**config.mk**
```make
export PLATFORM = sky130hd
export DESIGN_NAME = booth_radix4_multiplier
export DESIGN_NICKNAME = d
export VERILOG_FILES = /design/src/rtl/booth_radix4_multiplier.sv
export SDC_FILE = /design/constraint.sdc
export NUM_CORES = 1
export LEC_CHECK = 0
export ABC_AREA = 1
export BUFFER_PORTS_ARGS = -buffer_cell sky130_fd_sc_hd__buf_2
export CAP_MARGIN = 25
export CORE_UTILIZATION = 25
export DETAILED_ROUTE_END_ITERATION = 16
export MAX_ROUTING_LAYER = met4
export PLACE_DENSITY = 0.51
export SLEW_MARGIN = 20
export SYNTH_ARGS = -nofsm -noshare
export SYNTH_HDL_FRONTEND = slang
export SYNTH_SLANG_ARGS = --single-unit
```
**constraint.sdc**
```tcl
create_clock -name clk -period 3.2 [get_ports clk]
set_input_delay 0.64 -clock clk [delete_from_list [all_inputs] [get_ports clk]]
set_output_delay 0.64 -clock clk [all_outputs]
set_load 0.02 [all_outputs]
```
**src/rtl/booth_radix4_multiplier.sv**
```systemverilog
// Sequential radix-4 Booth multiplier for signed or unsigned WIDTH-bit
// operands. One Booth digit is retired per clock; the result is published
// in a single write when the last digit has been accumulated.
module booth_radix4_multiplier #(
  parameter int WIDTH = 8
) (
  input  logic               clk,
  input  logic               rst,
  input  logic               start_sig,
  input  logic               signed_mode,
  input  logic [WIDTH-1:0]   A,
  input  logic [WIDTH-1:0]   B,
  output logic               done_sig,
  output logic               busy,
  output logic [2*WIDTH-1:0] product
);

  localparam int ITER = WIDTH / 2 + 1;
  // Operands carry two extra bits so unsigned values stay positive when
  // treated as two's complement and the digit count is the same for both modes.
  localparam int EW   = WIDTH + 2;
  // Upper half has headroom for +-2*A on top of the running partial sum.
  localparam int HW   = WIDTH + 4;
  // {upper half, multiplier, appended B[-1]}
  localparam int PW   = HW + EW + 1;
  localparam int CW   = $clog2(ITER + 1);
  localparam logic [CW-1:0] LAST = CW'(ITER - 1);

  typedef enum logic [1:0] {IDLE, CALC, DONE} state_t;

  state_t                 r_state;
  logic [CW-1:0]          r_cnt;
  logic signed [EW-1:0]   r_a;
  logic signed [PW-1:0]   r_acc;
  logic                   r_done;
  logic                   r_busy;
  logic [2*WIDTH-1:0]     r_product;

  logic signed [HW-1:0]   w_hi;
  logic signed [PW-1:0]   w_sum;
  logic signed [PW-1:0]   w_next;

  function automatic logic signed [EW-1:0] ext_op(input logic [WIDTH-1:0] v,
                                                  input logic sm);
    ext_op = {{2{sm & v[WIDTH-1]}}, v};
  endfunction

  function automatic logic signed [HW-1:0] booth_pp(input logic [2:0] trip,
                                                    input logic signed [EW-1:0] a);
    logic signed [HW-1:0] a1;
    a1 = {{(HW-EW){a[EW-1]}}, a};
    case (trip)
      3'b001, 3'b010: booth_pp = a1;
      3'b011:         booth_pp = a1 <<< 1;
      3'b100:         booth_pp = -(a1 <<< 1);
      3'b101, 3'b110: booth_pp = -a1;
      default:        booth_pp = '0;
    endcase
  endfunction

  // One Booth step: add the recoded partial product into the upper half, then shift by two.
  always_comb begin
    w_hi   = r_acc[PW-1 -: HW] + booth_pp(r_acc[2:0], r_a);
    w_sum  = {w_hi, r_acc[EW:0]};
    w_next = w_sum >>> 2;
  end

  // Control FSM with registered outputs; product is written only on the last step.
  always_ff @(posedge clk or negedge rst) begin
    if (!rst) begin
      r_state   <= IDLE;
      r_cnt     <= '0;
      r_a       <= '0;
      r_acc     <= '0;
      r_done    <= 1'b0;
      r_busy    <= 1'b0;
      r_product <= '0;
    end else begin
      case (r_state)
        IDLE: begin
          r_done <= 1'b0;
          if (start_sig) begin
            r_a     <= ext_op(A, signed_mode);
            r_acc   <= {{HW{1'b0}}, ext_op(B, signed_mode), 1'b0};
            r_cnt   <= '0;
            r_busy  <= 1'b1;
            r_state <= CALC;
          end
        end
        CALC: begin
          r_acc <= w_next;
          r_cnt <= r_cnt + CW'(1);
          if (r_cnt == LAST) begin
            r_product <= w_next[2*WIDTH:1];
            r_done    <= 1'b1;
            r_state   <= DONE;
          end
        end
        DONE: begin
          r_done  <= 1'b0;
          r_busy  <= 1'b0;
          r_state <= IDLE;
        end
        default: r_state <= IDLE;
      endcase
    end
  end

  assign done_sig = r_done;
  assign busy     = r_busy;
  assign product  = r_product;

endmodule

```
### Yosys cells after proc, flatten, opt, wreduce, memory -nomap -nowiden

Index checks and enable logic that the tools add are counted.

* memories: 0
* bits in read-only memories: 0
* bits in latches: 0
* memory bits (writable): 0
* flip-flop bits (word level): 55
* bits of input ports: 20

* divide/modulo/power cells: 0
* add/subtract/negate cells: 4
* multipliers: 0
* reductions and logical operators: 13
* magnitude comparators: 0
* equality and inequality tests: 11
* shifts and indexed selects: 0
* bitwise operators: 2
* mux-type cells: 12

Operators by type and width (number)
* 12-bit one-hot mux with 4 select lines: 1
* 23-bit one-hot mux with 2 select lines: 1
* 23-bit two-way mux: 1
* 12-bit adder: 1
* 3-bit equality test (second input constant): 4
* 10-bit negation with 12-bit output: 1
* 9-bit negation with 12-bit output: 1
* 2-bit AND reduction: 6
* 3-bit by 2-bit equality test with 1-bit output (second input constant): 2
* 3-bit one-hot mux with 2 select lines: 1
* 2-bit nonzero test: 3
* 2-bit OR reduction: 3
* 2-bit two-way mux: 2
* 2-bit != test (second input constant): 2
* 1-bit one-hot mux with 2 select lines: 2
* 2-bit one-hot mux with 2 select lines: 1
* 3-bit by 1-bit adder with 3-bit output (second input constant): 1
* 3-bit by 1-bit equality test with 1-bit output (second input constant): 1
* 3-bit two-way mux: 1
* 1-bit AND: 2
* 2-bit by 1-bit equality test with 1-bit output (second input constant): 1
* 2-bit equality test (second input constant): 1
* 2-bit logical NOT: 1
* 1-bit two-way mux: 2

### Longest topological paths before layout

* word-level depth: 5
* mapped depth: 19
* mapped depth without buffers: 19

### Worst setup path before layout

No wires, ideal clock.

* path type: reg2reg
* from: register r_a[1]
* to: register r_product[14], in the netlist product[14]
* stages on the path, launching flop included: 16
* arrival time: 2300 ps
* period minus slack after synthesis: 2417 ps
* slack: 783 ps
* required time: 3083 ps
* library setup time: 117 ps
* cells stage by stage: dfrtp_1 inv_1 ha_1 nand2_1 nor2_4 xor2_1 inv_1 a21oi_1 o21ai_0 ha_1 nand2_1 o21ai_0 a21oi_1 or2_2 nand3_1 nand2_1

* longest elaborated chain between the ends: 3
* elaborated cells on any way between the ends: 4

RTL lines
* start: declaration: RTL line 33 `logic signed [EW-1:0] r_a;`
* start signal: assignment: RTL line 83 `r_a <= ext_op(A, signed_mode);`
* 10-bit negation with 12-bit output / 9-bit negation with 12-bit output (equally long branches): RTL line 55, 56
* 12-bit one-hot mux with 4 select lines (*): RTL line 52 `case (trip)`
* 12-bit adder (*): RTL line 63 `w_hi = r_acc[PW-1 -: HW] + booth_pp(r_acc[2:0], r_a);`
* end signal: assignment: RTL line 94 `r_product <= w_next[2*WIDTH:1];`
* end: declaration: RTL line 37 `logic [2*WIDTH-1:0] r_product;`

Mark *: on every way between the ends. The rest lies on a longest branch, timed or not.
A chain may end at the register's enable or synchronous reset.

### Final worst setup path

* from: register r_a[0]
* to: register r_product[14], in the netlist product[14]

Same word-level chain as after synthesis.

==> run summary <==
Most used routing layer in global routing = met2
Critical path start-end classification = reg -> reg
Part of the cycle the worst path needs = 0.906
Setup violation total in the final timing report = 0
PnR worst setup slack = 0.299 ns
Number of design-rule violations left by the first detailed-router iteration = 111
Core Area = 11700 um^2
Share of Yosys cell area claimed by the top area cell type = 0.435
Multi-input logic area = 1490 um^2
Vias after detailed routing = 2640
Count of endpoints failing hold in the final timing report = 0
Layout cell share with drive strength beyond 1 = 0.167
Die H = 112 um
Met3 usage = 0.0259
Core Util, Final = 0.307
Max transition margin = 0.631
Number of nets with antenna violations after routing = 0
Pin slew with the least headroom to its limit = 0.553 ns
Number of buffers inserted by hold repair at cts = 0
Largest net degree at the start of global routing = 38
Area contributors post-synth = sky130_fd_sc_hd__dfrtp_1, sky130_fd_sc_hd__nand2_1, sky130_fd_sc_hd__ha_1, sky130_fd_sc_hd__inv_1, sky130_fd_sc_hd__o21ai_0
Unique masters post-synth = 37
Overall Global Routing Usage = 0.133
Fraction of the yosys area taken by sequential cells = 0.435
GPL Wtd Cong = 0.826
# rows = 39
Quantity of gates resized following cts = 0
Global-route met1 utilization = 0.184
Die width = 112 um
Vias in the first global route = 2565
Maximum level of the CTS H-tree = 2
Number of sinks driven by the clock tree = 53
Global-route wire length before repair = 13000 um
Post-synthesis cell type with the largest combined area = sky130_fd_sc_hd__dfrtp_1
Leading cell type in the layout, fill and taps excluded = sky130_fd_sc_hd__nand2_1
Drt drc = 0
Biggest fanout along the worst timing path = 5
Area overhead of the layout relative to synthesis = 17.5%
Global route overflow = 0
Master cell of the clock root buffer = sky130_fd_sc_hd__clkbuf_16
Max Clock Freq = 0.345 GHz
Clock Tree Buf Depth = 2
Cell count after synthesis = 379
IO Count = 38
Number of CTS-inserted buffers = 5
Crit Reg-Reg Startpoint = r_a[0]
Highest-count cells in the layout ignoring fill and taps = sky130_fd_sc_hd__nand2_1, sky130_fd_sc_hd__dfrtp_1, sky130_fd_sc_hd__inv_1, sky130_fd_sc_hd__buf_2, sky130_fd_sc_hd__o21ai_0
Endpoint class of the critical path = register
Worst Reg2Reg Path Length in Cells = 15
Critical path data arrival time = 3.09 ns
Clk Latency, worst-skew pair = 0.29 ns
Reg area = 1330 um^2
Setup clock skew after layout = 0.00424 ns
Avg Cell Area, Syn = 8.05 um^2
MaxCap Viol Count = 0
#FFs+latches synth = 53
Final Max Tran Viols = 0
Capture point of the worst reg-to-reg path = product[14]
Starting utilization of the core area = 0.261
DP HPWL = 5670 um
Initial antenna violation count = 0
Die area = 12600 um^2
Worst setup path end = product[14]
Setup crit start kind = register
Clock input transition at the sequential cells of the worst setup and hold paths = 0.07 ns
Final layout net count = 453
Clock period minus final worst setup slack = 2.90 ns
Unrepaired setup endpoints after global routing = false
CP Data Required Time = 3.39 ns
Synth warn = 0
Setup Total Neg Slack = 0 ns
First-pass iteration count of the detailed router = 4
GR Layer Usage met2 = 0.200
Antenna cell count = 0
Final routed wirelength across all metal layers = 7540 um
Average via count per standard cell = 4.70
TritonCTS clock tree = built
Launching instance or port of the critical path = r_a[0]
Worst min-delay path category = in -> async
Outcome = finished clean
Port Buf Inserts = 37
Total of fill cells in the finished design = 1232
Routed wirelength normalized by instance count = 13.4 um
Worst-case register-to-register setup slack = 0.30 ns
Post-CTS repair timing setup buffer count = 0
Post-Place Setup Slack = 0.335 ns
Net count of the mapped netlist = 414
Summed instance area of the synthesized netlist = 3050 um^2
worst min path at each step:
stage,endpoint,from
global placement,product[6],product[6]
detailed placement,product[8],product[8]
floorplan,busy,rst
CTS,product[8],product[8]
global route,r_acc[8],rst
finish,r_acc[8],rst
sequential cells by signal (all words and copies together), names as in the netlist:
register and flops:
busy 1, done_sig 1, product 16, r_a 9
r_acc 21, r_cnt 3, r_state 2
synthesized netlist by cell type, drive strengths merged:
| cell | instances |
|---|---|
| nand4 | 4 |
| clkbuf | 2 |
| xnor2 | 1 |
| o221ai | 3 |
| o211ai | 3 |
| a221oi | 4 |
| xor2 | 6 |
| buf | 7 |
| a31oi | 1 |
| o22ai | 8 |
| and3 | 1 |
| inv | 48 |
| nor3 | 2 |
| a22oi | 2 |
| o21ai | 38 |
| o2111ai | 1 |
| nor2 | 23 |
| dfrtp | 53 |
| a21boi | 1 |
| a21o | 1 |
| a32o | 1 |
| or2 | 4 |
| ha | 14 |
| nand2 | 103 |
| a21oi | 16 |
| nand3 | 28 |
| fa | 1 |
| nand3b | 2 |
| o21a | 1 |
cell type report:
| cell class | count | share of cell area |
|---|---|---|
| repair buffers | 41 | 0.0656 |
| well taps | 143 | 0.0499 |
| clock buffers | 5 | 0.0349 |
| clock inverters | 3 | 0.0140 |
| inverters | 48 | 0.0503 |
| flip-flops and latches | 53 | 0.370 |
| multi-input cells | 269 | 0.415 |
critical path, stage by stage, from the launching register on:
cell                      delay, ns
sky130_fd_sc_hd__dfrtp_1       0.37
sky130_fd_sc_hd__inv_1         0.13
sky130_fd_sc_hd__ha_1          0.20
sky130_fd_sc_hd__nand2_1       0.10
sky130_fd_sc_hd__nor2_4        0.13
sky130_fd_sc_hd__xor2_1        0.17
sky130_fd_sc_hd__inv_1         0.07
sky130_fd_sc_hd__a21oi_1       0.13
sky130_fd_sc_hd__o21ai_0       0.14
sky130_fd_sc_hd__ha_1          0.39
sky130_fd_sc_hd__nand2_1       0.09
sky130_fd_sc_hd__o21ai_0       0.30
sky130_fd_sc_hd__a21oi_1       0.14
sky130_fd_sc_hd__or2_2         0.31
sky130_fd_sc_hd__nand3_1       0.08
sky130_fd_sc_hd__nand2_1       0.06
per-stage QoR:
| stage | hold slack (ns) | std cells | area (um^2) |
|---|---|---|---|
| after floorplan | 0.344 | 379 | 3050 |
| after global placement | 0.462 | 553 | 3380 |
| after detailed placement | 0.464 | 553 | 3380 |
| after CTS | 0.483 | 561 | 3560 |
| after global routing | 0.360 | 562 | 3580 |
| final | 0.330 | 562 | 3580 |
per-layer routing:
| layer | part of all wire | up-vias | routed length [um] |
|---|---|---|---|
| met5 | 0 | - | 0 |
| li1 | - | 1345 | - |
| met1 | 0.51 | 1250 | 3880 |
| met3 | 0.035 | 5 | 263 |
| met4 | 0.0081 | 0 | 61 |
| met2 | 0.44 | 40 | 3330 |
logic make-up after synthesis:
logic type / share of synthesized area
AOI/OAI and AO/OA: 0.160
xor gates and xnor gates: 0.0201
adders and majority gates: 0.0640
buffers and inverters: 0.0771
DFF: 0.435
and+or+nand+nor: 0.243
Power is not shown: default switching activity piles up to over one toggle a cycle in this logic, so the estimate is an artifact.
